## config.mk

```make
export PLATFORM = sky130hd
export DESIGN_NAME = countdown_sequencer_flat
export DESIGN_NICKNAME = d
export VERILOG_FILES = /design/src/rtl/cdseq_pkg.sv /design/src/rtl/countdown_sequencer_if.sv /design/src/rtl/cdseq_watchdog.sv /design/src/rtl/countdown_sequencer.sv /design/src/flat_wrapper.sv
export SDC_FILE = /design/constraint.sdc
export NUM_CORES = 1
export LEC_CHECK = 0
export ABC_CLOCK_PERIOD_IN_PS = 1800
export BUFFER_PORTS_ARGS = -buffer_cell sky130_fd_sc_hd__buf_2
export CAP_MARGIN = 10
export CORE_MARGIN = 5
export CORE_UTILIZATION = 50
export DETAILED_ROUTE_END_ITERATION = 12
export PLACE_DENSITY = 0.72
export SYNTH_ARGS = -nofsm -noshare
export SYNTH_HDL_FRONTEND = slang
export SYNTH_SLANG_ARGS = --single-unit
export TNS_END_PERCENT = 20
```

## constraint.sdc

```tcl
create_clock -name clk -period 1.8 [get_ports clk]
set_clock_uncertainty 0.05 [all_clocks]
set_input_delay 0.27 -clock clk [delete_from_list [all_inputs] [get_ports clk]]
set_output_delay 0.27 -clock clk [all_outputs]
set_load 0.02 [all_outputs]
```

## src/rtl/cdseq_pkg.sv

```systemverilog
`default_nettype none
// ============================================================================
//  Module   : cdseq_pkg
//  Purpose  : Shared types and constants for the countdown sequencer.
//  Revision : 1.0 - initial release
// ============================================================================
package cdseq_pkg;

  // Sequencer FSM states
  typedef enum logic [2:0] {
    IDLE      = 3'd0,
    LAUNCH    = 3'd1,
    WAIT_BUSY = 3'd2,
    WAIT_DONE = 3'd3,
    REPORT    = 3'd4
  } cdseq_state_e;

  // Length of one countdown in the attached circuit (cycles cd_ready stays low)
  localparam int CD_COUNT_LEN = 8;

  // Default per-wait-state cycle limit before a job is aborted
  localparam int DEFAULT_TIMEOUT = 15;

endpackage
`default_nettype wire

```

## src/rtl/countdown_sequencer_if.sv

```systemverilog
`default_nettype none
// ============================================================================
//  Module   : countdown_sequencer_if
//  Purpose  : Job request/report port and countdown start/ready link of the
//             countdown sequencer. master = sequencer side, slave = the
//             control logic / countdown circuit side.
//  Revision : 1.0 - initial release
// ============================================================================
interface countdown_sequencer_if #(
  parameter int CNT_W = 8
);
  logic             req_valid;
  logic [CNT_W-1:0] req_runs;
  logic             req_ready;
  logic             cd_start;
  logic             cd_ready;
  logic             busy;
  logic             done;
  logic [CNT_W-1:0] done_runs;
  logic             done_err;

  modport master (
    input  req_valid, req_runs, cd_ready,
    output req_ready, cd_start, busy, done, done_runs, done_err
  );

  modport slave (
    output req_valid, req_runs, cd_ready,
    input  req_ready, cd_start, busy, done, done_runs, done_err
  );
endinterface
`default_nettype wire

```

## src/rtl/cdseq_watchdog.sv

```systemverilog
`default_nettype none
// ============================================================================
//  Module   : cdseq_watchdog
//  Purpose  : Clear/enable up-counter; o_expired flags the TIMEOUT-th
//             consecutive enabled cycle since the last clear.
//  Revision : 1.0 - initial release
// ============================================================================
module cdseq_watchdog #(
  parameter int TIMEOUT = 15
) (
  input  wire logic clk,
  input  wire logic rst,
  input  wire logic i_clr,
  input  wire logic i_en,
  output logic      o_expired
);
  localparam int W = $clog2(TIMEOUT + 1);

  logic [W-1:0] r_count;

  // Count enabled cycles, saturating at the expiry point; clear has priority
  always_ff @(posedge clk) begin
    if (rst || i_clr) begin
      r_count <= '0;
    end else if (i_en && !o_expired) begin
      r_count <= r_count + 1'b1;
    end
  end

  // Count starts at 0 on the first cycle, so TIMEOUT-1 marks the last allowed cycle
  assign o_expired = (r_count == W'(TIMEOUT - 1));

endmodule
`default_nettype wire

```

## src/rtl/countdown_sequencer.sv

```systemverilog
`default_nettype none
// ============================================================================
//  Module   : countdown_sequencer
//  Purpose  : Runs a requested number of countdowns on an attached countdown
//             circuit via start/ready, then reports completion or timeout
//             with a one-cycle done pulse.
//  Options  : CDSEQ_BACK2BACK_EN - restart the countdown directly from
//             WAIT_DONE (start combinational from cd_ready), 9-cycle period.
//  Revision : 1.0 - initial release
// ============================================================================
module countdown_sequencer
  import cdseq_pkg::*;
#(
  parameter int CNT_W   = 8,
  parameter int TIMEOUT = DEFAULT_TIMEOUT
) (
  input  wire logic             clk,
  input  wire logic             rst,
  countdown_sequencer_if.master bus
);

  // A nominal run must fit comfortably inside one watchdog window
  generate
    if (TIMEOUT < CD_COUNT_LEN + 2) begin : g_timeout_chk
      $error("countdown_sequencer: TIMEOUT must be >= 10");
    end
  endgenerate

  cdseq_state_e     r_state;
  cdseq_state_e     w_state_nxt;
  logic [CNT_W-1:0] r_runs;
  logic [CNT_W-1:0] r_completed;
  logic             r_err;

  logic             w_accept;
  logic             w_inc;
  logic             w_timeout;
  logic             w_cd_start;
  logic             w_last;
  logic             w_active;
  logic             w_wd_expired;

  assign w_accept = (r_state == IDLE) && bus.req_valid;
  assign w_active = (r_state == LAUNCH) || (r_state == WAIT_BUSY) || (r_state == WAIT_DONE);
  // Compare one bit wider so the increment can never wrap at runs = 2^CNT_W-1
  assign w_last   = (({1'b0, r_completed} + {{CNT_W{1'b0}}, 1'b1}) == {1'b0, r_runs});

  // Watchdog restarts on every state change; progress wins over expiry
  cdseq_watchdog #(
    .TIMEOUT (TIMEOUT)
  ) u_watchdog (
    .clk       (clk),
    .rst       (rst),
    .i_clr     (w_state_nxt != r_state),
    .i_en      (w_active),
    .o_expired (w_wd_expired)
  );

  // Next-state logic and start request decode
  always_comb begin
    w_state_nxt = r_state;
    w_cd_start  = 1'b0;
    w_inc       = 1'b0;
    w_timeout   = 1'b0;
    case (r_state)
      IDLE: begin
        if (bus.req_valid) begin
          w_state_nxt = (bus.req_runs == '0) ? REPORT : LAUNCH;
        end
      end
      LAUNCH: begin
        w_cd_start = 1'b1;
        if (bus.cd_ready) begin
          w_state_nxt = WAIT_BUSY;
        end else if (w_wd_expired) begin
          w_state_nxt = REPORT;
          w_timeout   = 1'b1;
        end
      end
      WAIT_BUSY: begin
        if (!bus.cd_ready) begin
          w_state_nxt = WAIT_DONE;
        end else if (w_wd_expired) begin
          w_state_nxt = REPORT;
          w_timeout   = 1'b1;
        end
      end
      WAIT_DONE: begin
        if (bus.cd_ready) begin
          w_inc = 1'b1;
          if (w_last) begin
            w_state_nxt = REPORT;
          end else begin
`ifdef CDSEQ_BACK2BACK_EN
            w_cd_start  = 1'b1;
            w_state_nxt = WAIT_BUSY;
`else
            w_state_nxt = LAUNCH;
`endif
          end
        end else if (w_wd_expired) begin
          w_state_nxt = REPORT;
          w_timeout   = 1'b1;
        end
      end
      REPORT: begin
        w_state_nxt = IDLE;
      end
      default: begin
        w_state_nxt = IDLE;
      end
    endcase
  end

  // State, job registers and error flag
  always_ff @(posedge clk) begin
    if (rst) begin
      r_state     <= IDLE;
      r_runs      <= '0;
      r_completed <= '0;
      r_err       <= 1'b0;
    end else begin
      r_state <= w_state_nxt;
      if (w_accept) begin
        r_runs      <= bus.req_runs;
        r_completed <= '0;
        r_err       <= 1'b0;
      end else begin
        if (w_inc) begin
          r_completed <= r_completed + 1'b1;
        end
        if (w_timeout) begin
          r_err <= 1'b1;
        end
      end
    end
  end

  assign bus.req_ready = (r_state == IDLE);
  assign bus.busy      = w_active;
  assign bus.done      = (r_state == REPORT);
  assign bus.done_runs = (r_state == REPORT) ? r_completed : '0;
  assign bus.done_err  = (r_state == REPORT) && r_err;
  assign bus.cd_start  = w_cd_start;

endmodule
`default_nettype wire

```

## src/flat_wrapper.sv

```systemverilog
// flat-port wrapper written by rule: the top's interface ports become plain ports
module countdown_sequencer_flat import cdseq_pkg::*;
#(
  parameter int CNT_W   = 8,
  parameter int TIMEOUT = DEFAULT_TIMEOUT
)
  (clk, rst, bus_req_valid, bus_req_runs, bus_cd_ready, bus_req_ready, bus_cd_start, bus_busy, bus_done, bus_done_runs, bus_done_err);
  countdown_sequencer_if #(.CNT_W(CNT_W)) bus_i ();
  input  wire logic clk;
  input  wire logic rst;
  input wire logic [$bits(bus_i.req_valid)-1:0] bus_req_valid;
  input wire logic [$bits(bus_i.req_runs)-1:0] bus_req_runs;
  input wire logic [$bits(bus_i.cd_ready)-1:0] bus_cd_ready;
  output wire logic [$bits(bus_i.req_ready)-1:0] bus_req_ready;
  output wire logic [$bits(bus_i.cd_start)-1:0] bus_cd_start;
  output wire logic [$bits(bus_i.busy)-1:0] bus_busy;
  output wire logic [$bits(bus_i.done)-1:0] bus_done;
  output wire logic [$bits(bus_i.done_runs)-1:0] bus_done_runs;
  output wire logic [$bits(bus_i.done_err)-1:0] bus_done_err;
  assign bus_i.req_valid = bus_req_valid;
  assign bus_i.req_runs = bus_req_runs;
  assign bus_i.cd_ready = bus_cd_ready;
  assign bus_req_ready = bus_i.req_ready;
  assign bus_cd_start = bus_i.cd_start;
  assign bus_busy = bus_i.busy;
  assign bus_done = bus_i.done;
  assign bus_done_runs = bus_i.done_runs;
  assign bus_done_err = bus_i.done_err;
  countdown_sequencer #(.CNT_W(CNT_W), .TIMEOUT(TIMEOUT)) u_core (.clk(clk), .rst(rst), .bus(bus_i));
endmodule
```

Word level (Yosys, flattened, before mapping)
Index checks and enable logic that the tools add are counted.
- flip-flop bits (word level): 24
- logic and storage cells: 42
- output and inout bits: 13
- input port bits: 12
- mux-type cells: 16
- reductions and logical operators: 11
- add/subtract/negate cells: 3
- equality and inequality tests: 7
- operator list (cell ; count):
    $mux 3 ; 7
    $pmux 3 s4 ; 1
    $add 8x1->9 const B ; 1
    $eq 9x8->1 ; 1
    $add 8x1->8 const B ; 1
    $logic_not 8->1 ; 1
    $mux 8 ; 1
    $eq 3x2->1 const B ; 2
    $mux 1 ; 6
    $add 4x1->4 const B ; 1
    $eq 4x4->1 const B ; 1
    $reduce_or 2->1 ; 2
    $eq 3x1->1 const B ; 1
    $eq 3x3->1 const B ; 1
    $logic_and 1x1->1 ; 3
    $logic_not 3->1 ; 1
    $logic_or 1x1->1 ; 3
    $ne 3x3->1 ; 1
    $pmux 1 s2 ; 1
    $logic_not 1->1 ; 1

Logic depth before layout (Yosys ltp)
Gate-level depths: netlist of the first run.
- word-level depth: 7
- mapped depth: 7
- mapped depth without buffers: 7

Modules after synthesis
From an unflattened synthesis of the first run, not the netlist that was laid out.
- cells, all modules: 180
- area total of the unflattened synthesis: 1403.8 sq um
- modules (own cells, without submodules) (module ; cells each ; times used ; area an instance (sq um) ; sequential area each (sq um)):
    countdown_sequencer ; 156 ; 1 ; 1187.4 ; 400.4
    cdseq_watchdog ; 24 ; 1 ; 216.5 ; 80.1

Worst setup path after synthesis of the first run
OpenSTA, ideal clock, no wires.
- kind: register to register
- from: reg u_core.r_state[2]
- to: reg u_core.u_watchdog.r_count[1]
- stages on the path, launching flop included: 7
- setup slack: -0.195 ns
- required time: 1.609 ns
- library setup time: 0.141 ns
- data arrival time: 1.804 ns
- path buffers: 1
- period minus slack after synthesis: 1.995 ns
- path through: dfxtp_1 -> clkbuf_2 -> nor3_1 -> nand2_2 -> o32a_1 -> o2111ai_1 -> a211oi_1
- elaborated cells on any way between the ends: 15
- those cells by class: eq/ne: 4; mux: 6; reduce/logical: 5
- RTL lines (what ; line ; RTL):
    start: declaration ; countdown_sequencer.sv:29 ; cdseq_state_e r_state;
    start signal: assignment ; countdown_sequencer.sv:123 ; r_state <= w_state_nxt;
    $logic_not 3->1 ; -- ;
    named net bus_req_ready ; flat_wrapper.sv:14 ; output wire logic [$bits(bus_i.req_ready)-1:0] bus_req_ready;
    $pmux 3 s4 ; countdown_sequencer.sv:65 ; case (r_state)
    $ne 3x3->1 ; countdown_sequencer.sv:54 ; .i_clr (w_state_nxt != r_state),
    $logic_or 1x1->1 ; cdseq_watchdog.sv:23 ; if (rst || i_clr) begin
    end signal: assignment ; cdseq_watchdog.sv:26 ; r_count <= r_count + 1'b1;
    end: declaration ; cdseq_watchdog.sv:19 ; logic [W-1:0] r_count;
The timed path passes the listed nets, and every way through them passes these cells.
A chain may end at the register's enable or synchronous reset.

Worst setup path after layout of the first run
- from: reg u_core.r_state[0]
- to: out bus_done_runs[7]
- cells in the longest elaborated chain, start to end: 2
- ends and longest elaborated chain (what ; line ; RTL):
    $eq 3x3->1 ; countdown_sequencer.sv:142 ; assign bus.done_runs = (r_state == REPORT) ? r_completed : '0;
    $mux 8 ; countdown_sequencer.sv:142 ;
    end: declaration ; flat_wrapper.sv:18 ; output wire logic [$bits(bus_i.done_runs)-1:0] bus_done_runs;
No other way between the ends.

==> results of run 1 <==
## where the power goes
part / internal, uW / total [uW] / switching, uW / leakage [uW]
clock network: 225 / 391 / 166 / 0.0000279
logic: 108 / 240 / 131 / 0.000505
registers: 556 / 589 / 32.5 / 0.000198
## final cells by class
cell class	count	area, um2	area share (%)
clock inverters	1	30.0	1.71
repair buffers	40	240	13.7
clock buffers	3	22.5	1.28
inverters	3	11.3	0.642
flip-flops and latches	24	489	27.9
multi-input cells	147	921	52.5
well taps	31	38.8	2.21
## layout by cell type (no fill, tap or decap), drive strengths merged, types with 3 or more instances in the layout
| cell type | Yosys | final |
|---|---|---|
| o21a | 3 | 3 |
| inv | 3 | 3 |
| clkbuf | 8 | 3 |
| nand3 | 4 | 4 |
| ha | 3 | 3 |
| nor3 | 6 | 6 |
| o21ai | 5 | 5 |
| xor2 | 5 | 5 |
| nand2b | 4 | 4 |
| and2 | 3 | 3 |
| nor2 | 22 | 22 |
| dfxtp | 24 | 24 |
| a21oi | 13 | 13 |
| and3 | 12 | 12 |
| xnor2 | 11 | 11 |
| o2111ai | 3 | 3 |
| buf | 5 | 40 |
| nand2 | 24 | 24 |
## sequential cells by signal, summed over array words and instances, names as in the netlist
name	cells
u_core.r_completed	8
u_core.r_state	3
u_core.r_runs	8
u_core.u_watchdog.r_count	4
u_core.r_err	1
## per-stage QoR
step / total power, uW / worst slack [ps] / hold WS [ps] / cells
after floorplan: 755 / 83.6 / 356 / 187
after global placement: 822 / -7.23 / 404 / 245
after detailed placement: 830 / -75.0 / 417 / 245
after CTS: 1220 / 1.30 / 126 / 249
after global routing: 1290 / -14.1 / 122 / 249
final: 1220 / 87.4 / 126 / 249
## worst max-delay path: cells and delay by family (launching register included)
family	cells	cell delay (ps)
flops	1	400
buf+inv	2	340
simple gates	2	340
## per-layer routing
metal  GRT usage (%)  wire length (um)  vias to the layer above
met4            5.45                18                        0
met2            25.8              1470                       42
met3            2.45               206                        2
met5               0                 0                        -
met1            23.0              1600                      634
li1                -                 -                      720
## worst max-delay path by stage
stage	from	to	cells after the start
2_1_floorplan	u_core.r_state[2]	u_core.u_watchdog.r_count[1]	6
3_3_place_gp	bus_req_runs[3]	u_core.u_watchdog.r_count[1]	6
3_5_place_dp	bus_req_runs[3]	u_core.u_watchdog.r_count[1]	6
4_1_cts	u_core.u_watchdog.r_count[0]	u_core.u_watchdog.r_count[1]	8
5_1_grt	u_core.r_state[0]	bus_done_err	4
6_report	u_core.r_state[0]	bus_done_runs[7]	4
## repair_timing
item / in CTS / in global routing
endpoints found under the hold margin: 0 / 0
gates cloned: 0 / 0
endpoints found under the setup margin: 10 / 17
pin swaps: 0 / 0
gates resized for setup: 1 / 10
## logic make-up after synthesis
logic type / Yosys count / synth area share, %
buffers and inverters: 16 / 4.84
multiplexers: 2 / 1.38
flip-flops: 24 / 33.2
XOR/XNOR: 16 / 9.68
AND/OR/NAND/NOR: 89 / 30.9
adder cells (fa/ha/maj): 4 / 3.28
AO/OA/AOI/OAI: 36 / 16.8
==> results.json, run 1 <==
{
  "synth_largest_area_cell": "dfxtp_1",
  "synthesis.area_um2": 1450,
  "post_synth_main_area_contributors": "dfxtp_1 33%, xnor2_1 6.7%, nand2_1 6.0%",
  "hold_buffers": 0,
  "timing.setup.tns_ps": 0,
  "place_hpwl_um": 2570,
  "ant_nets": 0,
  "leakagePower_uw": 0.000731,
  "vias_in_the_first_global_route": 1252,
  "count_leader_synth": "dfxtp_1",
  "synth_seq_area_share_pct": 33.2,
  "drt_iter0_drc": 54,
  "critical_path_cell_by_cell": "nor2_2, buf_4, and3_1, buf_2",
  "finalWirelength_um": 3300,
  "worst_hold_path.endpoint": "u_core.r_runs[5]",
  "hp-start": "bus_req_runs[5]",
  "largest_net_degree_at_the_start_of_global_routing": 15,
  "final_layout_size_suffix_gt1_share_pct": 26.6,
  "h-tree-depth": 1,
  "tritoncts_clock_tree": "done",
  "post_synth.cell_area_avg_um2": 7.74,
  "total_via_count_after_detailed_routing": 1398,
  "routedWlPerCell_um": 13.2,
  "hold_violations": 0,
  "synth-edff-count": 0,
  "synth_ff_type": "dfxtp_1",
  "max-vdd-ir-drop_mv": 0.496,
  "ios": 25,
  "overflow": 0,
  "max_cap_violations": 0,
  "die_area_um2": 4070,
  "yosysUniqueCellTypes": 43,
  "syn_nets": 202,
  "die_span_in_y_um": 63.8,
  "core-area_um2": 2760,
  "routed_via_density": 5.61,
  "fraction_of_post_synthesis_cell_area_in_the_top_cell_type_by_area_pct": 33.2,
  "slowest_delay_ps": 400,
  "r2r_slack_ps": 90,
  "ff2ff_path_depth": 5,
  "total_number_of_nets_in_the_final_design": 234,
  "finalCoreUtilization_pct": 63.6,
  "setup_repair_after_global_routing_missed_its_margin": "yes",
  "worstSkewPairLatency_ps": 320,
  "area_growth_pct": 21.1,
  "synthArstFlopShare_pct": 0,
  "synth_cells": 187,
  "grtUsageTotal_pct": 16.4,
  "finish.instance_area_um2": 1750,
  "timing.final.crit_share_pct": 95.1,
  "crit_slowest_cell": "dfxtp_2",
  "yosys_register_bits": 24,
  "worstSetupEndpointType": "output pin",
  "report.final.setup_viol": 0,
  "antenna_found_initial": 0,
  "timing.hold.worst.class": "input pin to register",
  "tightest_slew_ps": 368,
  "slew_violations": 0,
  "setup.worst_path.class": "register to output pin",
  "synth.yosys.warnings": 0,
  "worst_endpoint_data_arrival_time_ps": 1390,
  "worst_ep_required_time_ps": 1480,
  "number_of_core_rows": 19,
  "postCtsSetupBuffers": 0,
  "worst_r2r_endpoint": "u_core.r_state[2]",
  "cts_root_buffer": "clkbuf_4",
  "timing.fmax_ghz": 0.584,
  "die_w_um": 63.8,
  "worst_slew_margin_rel_pct": 75.5,
  "global_route_wire_length_before_repair_um": 5610,
  "placedInstanceArea_um2": 1670,
  "yosys-top-cells-count": "24 x dfxtp_1, 23 x nand2_1, 22 x nor2_1",
  "diodes": 0,
  "detail_route.first_pass.iterations": 4,
  "crit_path_max_fanout": 11,
  "status": "finished clean",
  "effective_utilization_at_floorplan_pct": 52.5,
  "power_per_cell_area_nw_per_um2": 695,
  "clockBufferDepth": 2,
  "timing.hold.worst_path_depth": 3,
  "number_of_buffers_created_by_cts": 3,
  "numPortBuffers": 24,
  "fillerInstances": 239,
  "path_clk_slew_ps": 140,
  "gp_congestion": 0.949,
  "worst_r2r_startpoint": "u_core.r_runs[6]",
  "cp-start-kind": "register",
  "post-route-drc-count": 0,
  "numClockSinks": 24,
  "final.min_clock_period_ps": 1710
}
No activity file was read; power rests on OpenSTA's default activity.
==> inputs of run 2 (changes only) <==
Settings changed: ABC_AREA set to 1.
==> results.json, run 2 <==
{
  "setup.worst_path.class": "register to output pin",
  "largest_net_degree_at_the_start_of_global_routing": 14,
  "timing.hold.worst.class": "input pin to register",
  "ant_nets": 0,
  "numClockSinks": 24,
  "routedWlPerCell_um": 12.1,
  "clockBufferDepth": 2,
  "footprint_of_the_multi_input_gates_um2": 906,
  "routed_via_density": 5.22,
  "area_growth_pct": 23.2,
  "gp_congestion": 0.937,
  "synth_seq_area_share_pct": 31.9,
  "grtUsageTotal_pct": 18.0,
  "leakagePower_uw": 0.000815,
  "placedInstanceArea_um2": 1720,
  "setup_repair_after_global_routing_missed_its_margin": "yes",
  "endpoint": "bus_done_runs[4]",
  "h-tree-depth": 1,
  "yosysUniqueCellTypes": 30,
  "power_per_cell_area_nw_per_um2": 570,
  "synthesis.area_um2": 1510,
  "gr-usage-met2_pct": 28.4,
  "synth.yosys.warnings": 0,
  "number_of_core_rows": 20,
  "synth-edff-count": 0,
  "overflow": 0,
  "ios": 25,
  "effective_utilization_at_floorplan_pct": 50.6,
  "tightest_slew_ps": 331,
  "whs_ps": 116,
  "global_route.usage.met3_pct": 2.77,
  "fin_total_pwr_uw": 1060,
  "core-area_um2": 2980,
  "final.min_clock_period_ps": 1720,
  "max_cap_violations": 0,
  "worst_endpoint_data_arrival_time_ps": 1400,
  "die_area_um2": 4210,
  "total_number_of_nets_in_the_final_design": 277,
  "slew_violations": 0,
  "post-route-drc-count": 0,
  "worstSetupEndpointType": "output pin",
  "global_route_wire_length_before_repair_um": 6040,
  "cp-startpoint": "u_core.r_state[1]",
  "crit_path_max_fanout": 9,
  "status": "finished clean",
  "post_synth.cell_area_avg_um2": 6.58,
  "antenna_found_initial": 0,
  "detail_route.first_pass.iterations": 4,
  "setup_ws_ps": 77.4,
  "gr-usage-met1_pct": 25.2,
  "finalWirelength_um": 3560,
  "timing.fmax_ghz": 0.581,
  "synth_ff_type": "dfxtp_1",
  "synthArstFlopShare_pct": 0,
  "timing.final.crit_share_pct": 95.7,
  "drt_iter0_drc": 85,
  "placement.setup.worst_slack_ps": 58.4,
  "yosys-top-cells-count": "39 x nand2_1, 29 x inv_1, 27 x nor2_1",
  "final_layout_size_suffix_gt1_share_pct": 31.0,
  "tritoncts_clock_tree": "done",
  "number_of_buffers_created_by_cts": 3,
  "fraction_of_post_synthesis_cell_area_in_the_top_cell_type_by_area_pct": 31.9,
  "max-vdd-ir-drop_mv": 0.351,
  "numPortBuffers": 24,
  "die_span_in_y_um": 64.9,
  "post_synth_main_area_contributors": "dfxtp_1 32%, nand2_1 9.7%, nand3_1 7.6%",
  "finish.instance_area_um2": 1860,
  "report.final.setup_viol": 0,
  "cts_root_buffer": "clkbuf_4",
  "yosys_register_bits": 24,
  "final_common_cell": "nand2_1",
  "syn_nets": 244,
  "worst_r2r_startpoint": "u_core.r_completed[1]",
  "cp-start-kind": "register",
  "synth_cells": 229,
  "total_via_count_after_detailed_routing": 1535,
  "layer_with_the_highest_usage_after_global_routing": "met2",
  "diodes": 0,
  "worst_r2r_endpoint": "u_core.u_watchdog.r_count[0]",
  "fillerInstances": 286,
  "die_w_um": 64.9,
  "r2r_slack_ps": 110,
  "ff_latch_area_um2": 490,
  "hold_violations": 0,
  "path_clk_slew_ps": 130,
  "largest_registers": "u_core.r_completed: 8 flops, u_core.r_runs: 8 flops, u_core.u_watchdog.r_count: 4 flops",
  "worstSkewPairLatency_ps": 310,
  "synth_largest_area_cell": "dfxtp_1",
  "ff2ff_path_depth": 12,
  "worst_slew_margin_rel_pct": 77.7,
  "place_hpwl_um": 2730,
  "hold_buffers": 0,
  "mostFrequentLayoutCells": "39 x nand2_1, 29 x inv_1, 22 x nand3_1",
  "vias_in_the_first_global_route": 1366,
  "worst_ep_required_time_ps": 1480,
  "count_leader_synth": "nand2_1"
}
[run 2: cell types whose count changed after synthesis, moves of 7 or more]
cell and change:
and3_1 -12, clkbuf_1 -7, inv_1 +26, nand2_1 +16
nand2_2 +7, nand3_1 +19, o21ai_0 +8, xnor2_1 -10
[run 2: how the worst min path moves through the flow]
stage / startpoint / end / cells after the start
floorplan: rst / u_core.r_runs[4] / 1
global placement: u_core.r_runs[5] / u_core.r_runs[5] / 2
detailed placement: u_core.r_runs[5] / u_core.r_runs[5] / 2
CTS: rst / u_core.r_state[2] / 2
global route: rst / u_core.r_state[2] / 2
finish: rst / u_core.r_state[2] / 2
[run 2: logic make-up (layout without fill, tap and decap cells)]
kind of cell               Yosys count  count (layout)  synth area share [%]
xor gates and xnor gates             3               3                  1.74
and+or+nand+nor                    118             118                  38.7
DFF                                 24              24                  31.9
buffers and inverters               41              73                  11.1
AOI/OAI and AO/OA                   40              40                  14.0
adders and majority gates            3               3                  2.49
[run 2: where the power goes]
part / leakage [uW] / total, uW / switching (uW) / internal, uW
clock: 0.0000210 / 287 / 163 / 124
combinational: 0.000595 / 198 / 123 / 75.0
sequential: 0.000199 / 572 / 16.9 / 555
total: 0.000815 / 1060 / 303 / 754
[run 2: cell type report]
class / count / area share (%)
Multi-Input combinational cell: 164 / 48.8
Timing Repair Buffer: 32 / 13.1
Tap cell: 33 / 2.23
Clock buffer: 4 / 1.96
Inverter: 37 / 7.48
Sequential cell: 24 / 26.4
[run 2: metrics by stage]
stage	cells	setup TNS, ps	util, %
2_1_floorplan	229	0	-
3_3_place_gp	289	0	57.6
3_5_place_dp	289	0	57.6
4_1_cts	294	0	59.9
5_1_grt	294	-178	62.3
6_report	294	0	62.3
[run 2: per-layer routing]
layer | vias to the layer above | wire length (um)
li1 | 814 | -
met1 | 673 | 1730
met2 | 42 | 1640
met3 | 6 | 147
met4 | 0 | 33
met5 | - | 0
[run 2: what timing repair did]
| item | CTS | global route |
|---|---|---|
| setup endpoints to repair | 9 | 15 |
| pin swaps | 0 | 2 |
| resized for setup | 11 | 24 |
| setup buffers | 1 | 0 |
[run 2: worst max-delay path, cell delays in order (launching register included)]
cell and delay (ps):
dfxtp_2 390, nor2_4 90, inv_1 60, nor2_2 130
inv_2 50, buf_6 140, nor2_1 90, buf_4 140
==> inputs of run 3 (changes only) <==
Settings changed: RECOVER_POWER set to 50.
==> results.json, run 3 (synthesis gave the netlist of run 2 again) <==
{
  "status": "finished clean",
  "clockBufferDepth": 2,
  "vias_in_the_first_global_route": 1366,
  "routedWlPerCell_um": 12.1,
  "finalWirelength_um": 3560,
  "crit_slowest_cell": "dfxtp_2",
  "numPortBuffers": 24,
  "path_buf_inv": 4,
  "numClockSinks": 24,
  "tritoncts_clock_tree": "done",
  "post-route-drc-count": 0,
  "area_growth_pct": 22.8,
  "r2r_slack_ps": 100,
  "worst_slew_margin_rel_pct": 77.8,
  "worstSkewPairLatency_ps": 310,
  "cell_internal_pwr_uw": 754,
  "worst_ep_required_time_ps": 1480,
  "timing.hold.worst.class": "input pin to register",
  "cts_root_buffer": "clkbuf_4",
  "critical_path.top_delay_family": "flip-flops",
  "diodes": 0,
  "path_clk_slew_ps": 130,
  "crit_path_max_fanout": 9,
  "total_number_of_nets_in_the_final_design": 277,
  "slew_violations": 0,
  "max-vdd-ir-drop_mv": 0.352,
  "mostFrequentLayoutCells": "39 x nand2_1, 29 x inv_1, 23 x nand3_1",
  "tightest_slew_ps": 329,
  "die_area_um2": 4210,
  "layer_with_the_highest_usage_after_global_routing": "met2",
  "final_common_cell": "nand2_1",
  "number_of_buffers_created_by_cts": 3,
  "final_layout_size_suffix_gt1_share_pct": 30.7,
  "worst_r2r_startpoint": "u_core.u_watchdog.r_count[0]",
  "core-area_um2": 2980,
  "hp-start": "rst",
  "dp_cells": 289,
  "place_hpwl_um": 2730,
  "number_of_core_rows": 20,
  "timing.final.crit_share_pct": 95.7,
  "largest_net_degree_at_the_start_of_global_routing": 14,
  "non_filler_instances": 294,
  "drt_iter0_drc": 110,
  "total_via_count_after_detailed_routing": 1545,
  "leakagePower_uw": 0.000815,
  "fillerInstances": 287,
  "cp-start-kind": "register",
  "global_route.usage.met3_pct": 2.77,
  "detail_route.first_pass.iterations": 4,
  "footprint_of_the_multi_input_gates_um2": 901,
  "global_route_wire_length_before_repair_um": 6040,
  "largest_registers": "u_core.r_completed: 8 flops, u_core.r_runs: 8 flops, u_core.u_watchdog.r_count: 4 flops",
  "switchingPower_uw": 303,
  "ant_nets": 0,
  "gr-usage-met2_pct": 28.4,
  "fin_total_pwr_uw": 1060,
  "effective_utilization_at_floorplan_pct": 50.6,
  "grtUsageTotal_pct": 18.0,
  "gr-usage-met1_pct": 25.2,
  "die_span_in_y_um": 64.9,
  "timing.fmax_ghz": 0.581,
  "switching_share_pct": 28.7,
  "worstSetupEndpointType": "output pin",
  "clock_power_share_pct": 27.1,
  "max_cap_violations": 0,
  "overflow": 0,
  "ff_latch_area_um2": 490,
  "critical_path_cell_by_cell": "nor2_4, inv_1, nor2_2, inv_2, buf_6, nor2_1, buf_4",
  "slowest_delay_ps": 390,
  "hold_buffers": 0,
  "setup.worst_path.class": "register to output pin",
  "worst_endpoint_data_arrival_time_ps": 1400,
  "hold_violations": 0,
  "gp_congestion": 0.937,
  "power_per_cell_area_nw_per_um2": 571,
  "routed_via_density": 5.26,
  "die_w_um": 64.9,
  "pwr-share-seq_pct": 54.1,
  "antenna_found_initial": 0,
  "h-tree-depth": 1,
  "ios": 25,
  "setup_repair_after_global_routing_missed_its_margin": "yes",
  "report.final.setup_viol": 0,
  "final.min_clock_period_ps": 1720,
  "cp-startpoint": "u_core.r_state[1]",
  "comb_power_share_pct": 18.8
}
[run 3: cell count changes in the layout (fill, tap and decap cells not counted)]
cell     before  now
nand3_1      22   23
nand3_2       3    2
[run 3: final timing paths]
path	to	cells past startpoint
max	bus_done_runs[4]	7
min reg2reg	u_core.r_runs[5]	2
max reg2reg	u_core.u_watchdog.r_count[0]	9
min	u_core.r_state[2]	2
[run 3: stage by stage]
stage / util (%) / hold slack [ps] / setup slack [ps] / instance area [um2] / setup TNS, ps
floorplan: - / 289 / 5.66 / 1510 / 0
global placement: 57.6 / 407 / 109 / 1720 / 0
detailed placement: 57.6 / 412 / 58.4 / 1720 / 0
CTS: 59.9 / 106 / 11.2 / 1780 / 0
global route: 62.1 / 97.8 / -34.6 / 1850 / -180
finish: 62.1 / 118 / 78.0 / 1850 / 0
[run 3: power by group through the flow]
stage | clock network (uW) | registers, uW | logic, uW
floorplan | 0 | 581 | 130
global placement | 0 | 583 | 185
detailed placement | 0 | 583 | 187
CTS | 294 | 570 | 194
global route | 328 | 576 | 223
finish | 286 | 572 | 198
[run 3: layer usage]
metal,wire length (um),vias up
met1,1730,672
met4,35,0
met5,0,-
met3,173,6
met2,1620,54
li1,-,813
[run 3: what timing repair did]
action | 4_1_cts | 5_1_grt
resized for setup | 11 | 24
hold endpoints to repair | 0 | 0
buffers inserted | 1 | 0
endpoints found under the setup margin | 9 | 15
pin swaps | 0 | 2
[run 3: final cells by class]
type                    instances  area share, %
flip-flops and latches         24           26.5
clock buffers                   4           1.96
well taps                      33           2.23
repair buffers                 32           13.1
multi-input cells             164           48.7
inverters                      37           7.51
